**config.mk**
```make
export PLATFORM = sky130hd
export DESIGN_NAME = etcpu_boot_loader
export DESIGN_NICKNAME = d
export VERILOG_FILES = /design/src/rtl/etcpu_boot_loader.sv
export SDC_FILE = /design/constraint.sdc
export NUM_CORES = 1
export LEC_CHECK = 0
export ABC_AREA = 1
export CAP_MARGIN = 5
export CORE_ASPECT_RATIO = 0.7
export CORE_MARGIN = 3
export CORE_UTILIZATION = 50
export CTS_BUF_LIST = sky130_fd_sc_hd__clkbuf_8
export CTS_CLUSTER_SIZE = 8
export DETAILED_ROUTE_END_ITERATION = 10
export PLACE_DENSITY_LB_ADDON = 0.15
export SYNTH_ARGS = -nofsm -noshare
export SYNTH_HDL_FRONTEND = slang
export SYNTH_SLANG_ARGS = --single-unit
```
**constraint.sdc**
```tcl
create_clock -name clk -period 3.2 [get_ports clk]
set_input_delay 0.48 -clock clk [delete_from_list [all_inputs] [get_ports clk]]
set_output_delay 0.48 -clock clk [all_outputs]
set_load 0.05 [all_outputs]
```
**src/rtl/etcpu_boot_loader.sv**
```systemverilog
// Boot loader for the etcpu core: receives a length-prefixed, XOR-checksummed program
// image as a byte stream, writes it into instruction memory and releases the core on success.
module etcpu_boot_loader #(
    parameter int IMEM_AW = 10
) (
    input  logic        clk,
    input  logic        rst,
    input  logic        rx_vld,
    input  logic [7:0]  rx_dat,
    output logic        rx_rdy,
    input  logic        boot_req,
    output logic        imem_we,
    output logic [31:0] imem_addr,
    output logic [31:0] imem_wdat,
    output logic        core_rst_n,
    output logic        boot_done,
    output logic        boot_err
);

    localparam logic [2:0] S_LEN0 = 3'd0;
    localparam logic [2:0] S_LEN1 = 3'd1;
    localparam logic [2:0] S_DATA = 3'd2;
    localparam logic [2:0] S_CSUM = 3'd3;
    localparam logic [2:0] S_DONE = 3'd4;
    localparam logic [2:0] S_ERR  = 3'd5;

    localparam logic [16:0] MAX_LEN = 17'(2 ** IMEM_AW);

    logic [2:0]         state;
    logic [15:0]        len;
    logic [1:0]         byte_cnt;
    logic [IMEM_AW:0]   word_idx;
    logic [7:0]         csum;
    logic [31:0]        word_buf;
    logic               xfer;
    logic [31:0]        next_word;
    logic [16:0]        len_full;

    assign rx_rdy    = (state == S_LEN0) || (state == S_LEN1) ||
                       (state == S_DATA) || (state == S_CSUM);
    assign xfer      = rx_vld && rx_rdy;
    // Bytes enter at the top and shift down, so the first byte of a word ends in [7:0].
    assign next_word = {rx_dat, word_buf[31:8]};
    assign len_full  = {1'b0, rx_dat, len[7:0]};

    // NOTE: all state below uses non-blocking assignments so every register samples
    // the pre-edge values regardless of statement order.
    always_ff @(posedge clk or posedge rst) begin
        if (rst) begin
            state      <= S_LEN0;
            len        <= '0;
            byte_cnt   <= '0;
            word_idx   <= '0;
            csum       <= '0;
            word_buf   <= '0;
            imem_we    <= 1'b0;
            imem_addr  <= '0;
            imem_wdat  <= '0;
            core_rst_n <= 1'b0;
            boot_done  <= 1'b0;
            boot_err   <= 1'b0;
        end else begin
            imem_we <= 1'b0;
            case (state)
                S_LEN0: begin
                    if (xfer) begin
                        len[7:0] <= rx_dat;
                        state    <= S_LEN1;
                    end
                end
                S_LEN1: begin
                    if (xfer) begin
                        len[15:8] <= rx_dat;
                        if (len_full > MAX_LEN) begin
                            state    <= S_ERR;
                            boot_err <= 1'b1;
                        end else if (len_full == 17'd0) begin
                            state <= S_CSUM;
                        end else begin
                            state <= S_DATA;
                        end
                    end
                end
                S_DATA: begin
                    if (xfer) begin
                        word_buf <= next_word;
                        csum     <= csum ^ rx_dat;
                        byte_cnt <= byte_cnt + 2'd1;
                        if (byte_cnt == 2'd3) begin
                            imem_we   <= 1'b1;
                            imem_wdat <= next_word;
                            imem_addr <= 32'({word_idx, 2'b00});
                            word_idx  <= word_idx + 1'b1;
                            if (16'(word_idx) == len - 16'd1)
                                state <= S_CSUM;
                        end
                    end
                end
                S_CSUM: begin
                    if (xfer) begin
                        if (rx_dat == csum) begin
                            state      <= S_DONE;
                            core_rst_n <= 1'b1;
                            boot_done  <= 1'b1;
                        end else begin
                            state    <= S_ERR;
                            boot_err <= 1'b1;
                        end
                    end
                end
                S_DONE, S_ERR: begin
                    if (boot_req) begin
                        state      <= S_LEN0;
                        core_rst_n <= 1'b0;
                        boot_done  <= 1'b0;
                        boot_err   <= 1'b0;
                        len        <= '0;
                        byte_cnt   <= '0;
                        word_idx   <= '0;
                        csum       <= '0;
                    end
                end
                default: state <= S_LEN0;
            endcase
        end
    end

endmodule
```
==> impl_metrics.env, run 1 <==
export IMPL_endpoint_kind="output pin"
export IMPL_max_cap_violations=0
export IMPL_synthCells=639
export IMPL_yosysSeqAreaShare=0.525
export IMPL_first_pass_iters=5
export IMPL_clk_pin_slew_worst_paths_ps=100
export IMPL_leakage_nw=3.02
export IMPL_ir_drop_uv=542
export IMPL_hold_class="register to register"
export IMPL_netlist_top_cells_area="dfrtp_1 53%, nand2_1 13%, o21ai_0 7.9%"
export IMPL_clock_sinks=110
export IMPL_finalHoldViolCount=0
export IMPL_wire_per_inst_um=14.5
export IMPL_fillers=873
export IMPL_grt_max_degree=54
export IMPL_layout_setup_ws_ps=974
export IMPL_cts_made_buffers=9
export IMPL_cts_resized_gates=0
export IMPL_post_place_ws_ps=785
export IMPL_place_gp_congestion=0.891
export IMPL_synth_edff_count=0
export IMPL_slew_violations=0
export IMPL_totalWireLength_um=12000
export IMPL_antenna_found_initial=0
export IMPL_layout_common_cells="183 x nand2_1, 110 x dfrtp_1, 83 x o21ai_0"
export IMPL_synth_seq_cells=110
export IMPL_grt_pass1_wl_um=19800
export IMPL_root_buffer="clkbuf_8"
export IMPL_dieHeight_um=91.7
export IMPL_cts_htree_levels=3
export IMPL_clk_latency_ps=380
export IMPL_multi_input_area_mm2=0.00204
export IMPL_dpl_hpwl_um=8910
export IMPL_num_antenna_cells=0
export IMPL_route_vias_total=4260
export IMPL_via_per_inst=5.14
export IMPL_power_mw=5.96
export IMPL_critPathLaunchType="register"
export IMPL_drc_errors=0
export IMPL_rsz0062_at_grt="false"
export IMPL_worstMarginPinSlew_ps=699
export IMPL_synth_largest_area_cell="dfrtp_1"
export IMPL_core_area_mm2=0.00995
export IMPL_syn2layout_area_growth_pct=17.6
export IMPL_path_class="register to output pin"
export IMPL_row_count=30
export IMPL_postCtsHoldBufs=0
export IMPL_synthFlopType="dfrtp_1"
export IMPL_required_ps=2720
export IMPL_synth_top_area_frac=0.525
export IMPL_status="complete, no violations"
export IMPL_die_area_mm2=0.0118
export IMPL_fin_util=0.620
export IMPL_dr_first_iter_drc_count=315
export IMPL_layout_drive_gt1_share=0.0543
export IMPL_grt_util_all_layers=0.212
export IMPL_die_w_um=128
export IMPL_dp_cells=812
export IMPL_tritoncts="done"
export IMPL_overflow=0
export IMPL_crit_arrival_ps=1750
export IMPL_ys_async_sr_fraction=1.00
export IMPL_period_needed_ps=2230
export IMPL_ff_latch_area_mm2=0.00275
export IMPL_setup_viol=0
export IMPL_synth_cell_area_mm2=0.00524
export IMPL_boundaryPins=81
export IMPL_postSynthAreaPerCell_um2=8.20
export IMPL_postCtsSetupRepairBufs=0
export IMPL_path_max_fanout=5
export IMPL_finalClockSkew_ps=9.94
export IMPL_p_per_area_mw_per_mm2=966
export IMPL_fmax_ghz=0.449
export IMPL_yosysUniqueCellTypes=36
export IMPL_final_cells=828
export IMPL_cts_buffer_depth=2
export IMPL_nets=711
export IMPL_final_antenna_net_count=0
export IMPL_start_util=0.527
export IMPL_relSlewSlack=0.533
export IMPL_yosysWarningCount=0
export IMPL_port_buffers=59
export IMPL_mostFrequentLayoutCell="nand2_1"
export IMPL_post_route_period_util=0.696
export IMPL_finalSetupTns_ps=0
export IMPL_first_global_vias=3976
==> worst max-delay path, cell delays in order (launching register included) <==
cell and delay (ps):
dfrtp_1 450, inv_1 110, clkdlybuf4s50_1 810
==> per-layer routing <==
metal / track usage / wire [um] / vias to the layer above / share of wire
li1: - / - / 2082 / -
met1: 0.332 / 6130 / 2011 / 0.51
met2: 0.297 / 4950 / 153 / 0.41
met3: 0.0501 / 776 / 14 / 0.065
met4: 0.0459 / 128 / 0 / 0.011
met5: 0 / 0 / - / 0
==> final cells by class <==
cell class | instances | area share
Clock inverter | 6 | 0.0189
Sequential cell | 110 | 0.447
Clock buffer | 10 | 0.0223
Tap cell | 128 | 0.0260
Inverter | 75 | 0.0463
Timing Repair Buffer | 65 | 0.109
Multi-Input combinational cell | 434 | 0.331
==> path summary, 6_finish.rpt <==
check | startpoint | cells after the start | slack (ps) | to
max in group asynchronous | rst | 4 | 1840 | word_idx[4]$_DFFE_PP0P_
setup reg to reg | state[2]$_DFFE_PP0P_ | 7 | 1070 | csum[3]$_DFFE_PP0P_
setup / recovery | state[2]$_DFFE_PP0P_ | 2 | 970 | rx_rdy
min in group asynchronous | rst | 2 | 550 | imem_wdat[31]$_DFFE_PP0P_
hold / removal | word_buf[18]$_DFFE_PP0P_ | 2 | 490 | word_buf[10]$_DFFE_PP0P_
hold reg to reg | word_buf[18]$_DFFE_PP0P_ | 2 | 490 | word_buf[10]$_DFFE_PP0P_
==> sequential cells by signal, indices dropped and copies added, names as in the netlist <==
| signal | cells |
|---|---|
| word_idx | 11 |
| byte_cnt | 2 |
| boot_err | 1 |
| imem_wdat | 32 |
| word_buf | 24 |
| imem_addr | 11 |
| boot_done | 1 |
| state | 3 |
| csum | 8 |
| imem_we | 1 |
| len | 16 |
==> cell families after synthesis <==
| kind of cell | count (synthesis) | synth area share |
|---|---|---|
| compound gates | 113 | 0.115 |
| buf+inv | 115 | 0.0998 |
| mux | 2 | 0.00430 |
| simple gates | 277 | 0.217 |
| other cells | 1 | 0.000716 |
| xor+xnor | 17 | 0.0284 |
| flops | 110 | 0.525 |
| fa+ha+maj | 4 | 0.00955 |
==> synth_stat cells, types with 2 or more instances <==
master      n
nand2_1   183
dfrtp_1   110
o21ai_0    83
inv_1      73
nor2_1     52
buf_4      23
nand3_1    19
a21oi_1    13
xor2_1     10
clkbuf_1    9
xnor2_1     7
nor3_1      6
o21ai_1     6
a22o_1      5
buf_1       4
buf_2       4
ha_1        4
nand2_2     4
nand4_1     3
nor2_2      3
inv_2       2
mux2_2      2
==> stage by stage <==
step / hold slack, ps / instance area, um^2
floorplan: 453 / 5320
global placement: 462 / 5910
detailed placement: 469 / 5910
CTS: 494 / 6160
global route: 515 / 6160
finish: 489 / 6160
==> power by group <==
part / internal, mW / switching [mW]
sequential: 1.90 / 0.383
clock: 0.547 / 0.480
combinational: 0.864 / 1.78
(Power assumes the default switching activity.)
==> run 2: changes to the inputs <==
Settings changed: CORE_UTILIZATION 50 to 56.
Clock period 3.2 ns to 2.15 ns, I/O delays scaled along.
==> run 2 against run 1 <==
  * Setup slack lost 890 ps
  * Global-route usage is 3.7 points higher
  * Hold slack worse by 120 ps
  * Highest routed layer unchanged
==> impl_metrics.env, run 2 (same netlist as run 1, synthesis figures left out) <==
export IMPL_status="complete, no violations"
export IMPL_row_count=28
export IMPL_cts_buffer_depth=2
export IMPL_required_ps=1830
export IMPL_post_place_ws_ps=123
export IMPL_post_route_period_util=0.961
export IMPL_grt_pass1_wl_um=20400
export IMPL_grt_util_all_layers=0.249
export IMPL_hold_class="primary input to asynchronous set/reset pin"
export IMPL_cp_startpoint="state[2]$_DFFE_PP0P_"
export IMPL_dr_first_iter_drc_count=332
export IMPL_core_area_mm2=0.00876
export IMPL_final_antenna_net_count=0
export IMPL_comb_power_share=0.469
export IMPL_finalSetupTns_ps=0
export IMPL_ir_drop_uv=808
export IMPL_r2r_slack_ps=200
export IMPL_slew_violations=0
export IMPL_design_area_mm2=0.00620
export IMPL_p_clk_frac=0.141
export IMPL_port_buffers=59
export IMPL_cts_htree_levels=3
export IMPL_clock_sinks=110
export IMPL_hold_ws_ps=366
export IMPL_root_buffer="clkbuf_8"
export IMPL_overflow=0
export IMPL_setup_viol=0
export IMPL_totalWireLength_um=12200
export IMPL_pwr_share_seq=0.390
export IMPL_path_class="register to output pin"
export IMPL_die_w_um=122
export IMPL_p_per_area_mw_per_mm2=1400
export IMPL_antenna_found_initial=0
export IMPL_drc_errors=0
export IMPL_p_int_mw=4.69
export IMPL_leakage_nw=3.05
export IMPL_layout_setup_ws_ps=82.9
export IMPL_r2r_start="len[0]$_DFFE_PP0P_"
export IMPL_final_cells=828
export IMPL_max_cap_violations=0
export IMPL_first_pass_iters=5
export IMPL_route_vias_total=4323
export IMPL_place_gp_congestion=0.895
export IMPL_num_antenna_cells=0
export IMPL_clk_latency_ps=370
export IMPL_dpl_hpwl_um=9190
export IMPL_path_max_fanout=5
export IMPL_wire_per_inst_um=14.8
export IMPL_reg_largest_list="imem_wdat (32), word_buf (24), len (16)"
export IMPL_postCtsSetupRepairBufs=0
export IMPL_layout_common_cells="182 x nand2_1, 110 x dfrtp_1, 83 x o21ai_0"
export IMPL_cts_made_buffers=9
export IMPL_grt_max_degree=53
export IMPL_nets=719
export IMPL_first_global_vias=4087
export IMPL_boundaryPins=81
export IMPL_layout_drive_gt1_share=0.0678
export IMPL_dp_cells=812
export IMPL_largest_reg_flops=32
export IMPL_crit_arrival_ps=1740
export IMPL_postCtsHoldBufs=0
export IMPL_critPathLaunchType="register"
export IMPL_ff_latch_area_mm2=0.00275
export IMPL_worstMarginPinSlew_ps=638
export IMPL_mostFrequentLayoutCell="nand2_1"
export IMPL_worstReg2RegEnd="state[0]$_DFFE_PP0P_"
export IMPL_period_needed_ps=2070
export IMPL_clk_pin_slew_worst_paths_ps=100
export IMPL_slowest_stage="clkdlybuf4s50_1"
export IMPL_finalHoldViolCount=0
export IMPL_die_area_mm2=0.0106
export IMPL_fillers=746
export IMPL_start_util=0.598
export IMPL_p_switching_mw=3.96
export IMPL_regMostFlops="imem_wdat"
export IMPL_endpoint_kind="output pin"
export IMPL_dieHeight_um=86.9
export IMPL_crit_end="rx_rdy"
export IMPL_p_sw_frac=0.458
export IMPL_relSlewSlack=0.573
export IMPL_path_cells="inv_1 > clkdlybuf4s50_1"
export IMPL_placed_area_mm2=0.00600
export IMPL_via_per_inst=5.22
export IMPL_cpPeakStageDelay_ps=810
export IMPL_tritoncts="done"
export IMPL_finalClockSkew_ps=5.10
export IMPL_cts_resized_gates=0
export IMPL_fin_util=0.707
export IMPL_multi_input_area_mm2=0.00205
export IMPL_rsz0062_at_grt="false"
export IMPL_reg2reg_depth=15
export IMPL_power_mw=8.65
export IMPL_fmax_ghz=0.484
export IMPL_syn2layout_area_growth_pct=18.2
## run 2: cell types whose count changed in the layout (fill, tap and decap cells not counted), sizes merged
cell	before	now
buf	6	14
bufinv	3	1
clkinvlp	1	3
inv	75	77
clkbuf	10	9
clkinv	2	1
## run 2: area by class of cell
type                       count  share of cell area
inverter                      75              0.0460
clock inverter                 7              0.0107
timing repair buffer          73               0.124
multi-input combinational    434               0.330
clock buffer                   9              0.0200
tap                          120              0.0242
sequential                   110               0.444
## run 2: worst min path at each step
stage | start | to | slack, ps | cells after the start
finish | rst | imem_wdat[30]$_DFFE_PP0P_ | 370 | 2
global route | rst | imem_wdat[30]$_DFFE_PP0P_ | 380 | 2
CTS | rst | csum[7]$_DFFE_PP0P_ | 360 | 2
detailed placement | word_buf[20]$_DFFE_PP0P_ | word_buf[12]$_DFFE_PP0P_ | 470 | 2
global placement | word_buf[19]$_DFFE_PP0P_ | word_buf[11]$_DFFE_PP0P_ | 460 | 2
floorplan | rx_dat[0] | word_buf[24]$_DFFE_PP0P_ | 440 | 2
## run 2: worst max-delay path: cells and delay by family, from the launching register on
family                 cells  cell delay, ps
buffers and inverters      2             930
flip-flops                 1             450
## run 2: power by group through the flow
stage | Sequential, mW | Combinational (mW) | Clock [mW]
final | 3.37 | 4.06 | 1.22
after global placement | 3.37 | 3.90 | 0
after detailed placement | 3.39 | 4.02 | 0
after floorplan | 4.17 | 2.01 | 0
after CTS | 3.36 | 4.03 | 1.24
after global routing | 3.46 | 4.48 | 1.33
## run 2: metal layers
| layer | vias to the layer above | GRT usage | share of wire |
|---|---|---|---|
| met5 | - | 0 | 0 |
| met4 | 0 | 0.0570 | 0.011 |
| met3 | 14 | 0.0552 | 0.085 |
| met2 | 186 | 0.366 | 0.43 |
| met1 | 2032 | 0.380 | 0.47 |
| li1 | 2091 | - | - |
==> run 3: changes to the inputs <==
Settings changed: CORE_MARGIN 3 to unset.
==> run 3 against run 2 <==
  * Setup slack improved by 26 ps
  * Sequential power is essentially flat
  * First-iteration DRC count increased by 23%
  * Hold slack worse by 76 ps
  * Non-clock buffer count is 1 lower
  * Fmax increased by 1.3%
  * Routed wire length fell by 2.0%
  * Critical endpoint unchanged
  * Global-route usage is 2.0 points higher
==> impl_metrics.env, run 3 (same netlist as run 1, synthesis figures left out) <==
export IMPL_first_pass_iters=5
export IMPL_grt_util_all_layers=0.269
export IMPL_postCtsHoldBufs=0
export IMPL_hold_class="primary input to asynchronous set/reset pin"
export IMPL_slew_violations=0
export IMPL_fillers=761
export IMPL_grt_pass1_wl_um=20800
export IMPL_status="complete, no violations"
export IMPL_die_w_um=118
export IMPL_mostFrequentLayoutCell="nand2_1"
export IMPL_row_count=29
export IMPL_setup_viol=0
export IMPL_clk_latency_ps=370
export IMPL_p_per_area_mw_per_mm2=1410
export IMPL_required_ps=1830
export IMPL_max_cap_violations=0
export IMPL_final_antenna_net_count=0
export IMPL_num_antenna_cells=0
export IMPL_crit_family="buffers and inverters"
export IMPL_leakage_nw=3.05
export IMPL_via_per_inst=5.18
export IMPL_post_route_period_util=0.949
export IMPL_finalClockSkew_ps=7.16
export IMPL_dieHeight_um=82.9
export IMPL_clk_pin_slew_worst_paths_ps=100
export IMPL_antenna_found_initial=0
export IMPL_start_util=0.578
export IMPL_rsz0062_at_grt="false"
export IMPL_crit_arrival_ps=1720
export IMPL_critPathLaunchType="register"
export IMPL_nets=718
export IMPL_dpl_hpwl_um=8810
export IMPL_boundaryPins=81
export IMPL_cts_buffer_depth=2
export IMPL_path_class="register to output pin"
export IMPL_overflow=0
export IMPL_path_max_fanout=5
export IMPL_first_global_vias=4238
export IMPL_regMostFlops="imem_wdat"
export IMPL_drc_errors=0
export IMPL_period_needed_ps=2040
export IMPL_port_buffers=59
export IMPL_slowest_stage="clkdlybuf4s50_1"
export IMPL_cpPeakStageDelay_ps=800
export IMPL_place_gp_congestion=0.947
export IMPL_finalHoldViolCount=0
export IMPL_ir_drop_uv=770
export IMPL_fmax_ghz=0.490
export IMPL_cts_htree_levels=3
export IMPL_wire_per_inst_um=14.4
export IMPL_clock_sinks=110
export IMPL_postCtsSetupRepairBufs=0
export IMPL_layout_drive_gt1_share=0.0636
export IMPL_root_buffer="clkbuf_8"
export IMPL_dr_first_iter_drc_count=410
export IMPL_tritoncts="done"
export IMPL_totalWireLength_um=12000
export IMPL_cts_made_buffers=9
export IMPL_endpoint_kind="output pin"
export IMPL_fin_util=0.681
export IMPL_multi_input_area_mm2=0.00204
export IMPL_die_area_mm2=0.00975
export IMPL_core_area_mm2=0.00907
export IMPL_finalSetupTns_ps=0
export IMPL_ff_latch_area_mm2=0.00275
export IMPL_path_cells="inv_1 > clkdlybuf4s50_1"
export IMPL_route_vias_total=4306
export IMPL_syn2layout_area_growth_pct=17.9
export IMPL_worstMarginPinSlew_ps=665
export IMPL_largest_reg_flops=32
export IMPL_layout_common_cells="182 x nand2_1, 110 x dfrtp_1, 83 x o21ai_0"
export IMPL_reg_largest_list="imem_wdat (32), word_buf (24), len (16)"
export IMPL_relSlewSlack=0.555
export IMPL_grt_max_degree=85
export IMPL_path_buf_inv=2
-- run 3: changes by cell type in the layout (fill, tap and decap cells not counted) --
cell / before / now
buf_12: 6 / 3
buf_4: 8 / 10
bufinv_16: 1 / 2
clkbuf_8: 9 / 10
clkinv_2: 1 / 0
clkinvlp_4: 3 / 2
inv_1: 73 / 74
inv_6: 1 / 0
nor2_1: 50 / 51
nor2_2: 5 / 4
-- run 3: stage by stage --
| stage | hold slack [ps] | power, mW | instances | cell area [um^2] | setup slack (ps) |
|---|---|---|---|---|---|
| finish | 290 | 8.74 | 831 | 6180 | 109 |
| global route | 317 | 9.38 | 831 | 6180 | 19.6 |
| CTS | 295 | 8.74 | 831 | 6170 | 98.6 |
| detailed placement | 464 | 7.38 | 815 | 5960 | 105 |
| global placement | 460 | 7.24 | 815 | 5960 | 139 |
| floorplan | 443 | 6.19 | 659 | 5320 | 338 |
-- run 3: layer usage --
layer / share of wire / track usage / vias up
li1: - / - / 2094
met1: 0.49 / 0.400 / 2032
met2: 0.43 / 0.394 / 164
met3: 0.069 / 0.0639 / 16
met4: 0.013 / 0.0746 / 0
met5: 0 / 0 / -
-- run 3: worst paths after layout --
kind	startpoint	slack (ps)	end	cells past startpoint
worst max-delay path	state[2]$_DFFE_PP0P_	110	rx_rdy	2
worst min-delay path	rst	290	imem_wdat[31]$_DFFE_PP0P_	2
worst max register to register	len[2]$_DFFE_PP0P_	190	state[0]$_DFFE_PP0P_	11
worst min register to register	imem_addr[7]$_DFFE_PP0P_	490	imem_addr[7]$_DFFE_PP0P_	2
max in group asynchronous	rst	1300	len[10]$_DFFE_PP0P_	3
min in group clk	imem_addr[7]$_DFFE_PP0P_	490	imem_addr[7]$_DFFE_PP0P_	2
-- run 3: area by class of cell --
type / count / area share
clock buffer: 10 / 0.0223
multi-input combinational: 434 / 0.331
timing repair buffer: 72 / 0.117
clock inverter: 6 / 0.0128
tap: 124 / 0.0251
sequential: 110 / 0.445
inverter: 75 / 0.0462
-- run 3: where the power goes --
group          switching, mW  total (mW)  internal [mW]
clock network          0.662        1.34          0.676
logic                   2.68        4.00           1.33
registers              0.569        3.39           2.82
-- run 3: worst reg2reg max path, stage by stage, from the launching register on --
cell and delay (ps):
dfrtp_1 430, nor2_1 110, nand2_1 160, nor2_1 310, nand2_1 120, xor2_1 150, nor2_1 80, nand3_1 150
nand2_1 150, nand2_1 70, nand2_1 70, nand2_1 50
-- run 3: repair_timing --
item	in CTS	in global routing
hold endpoints to repair	0	0
gates resized for setup	0	3
setup endpoints to repair	0	2
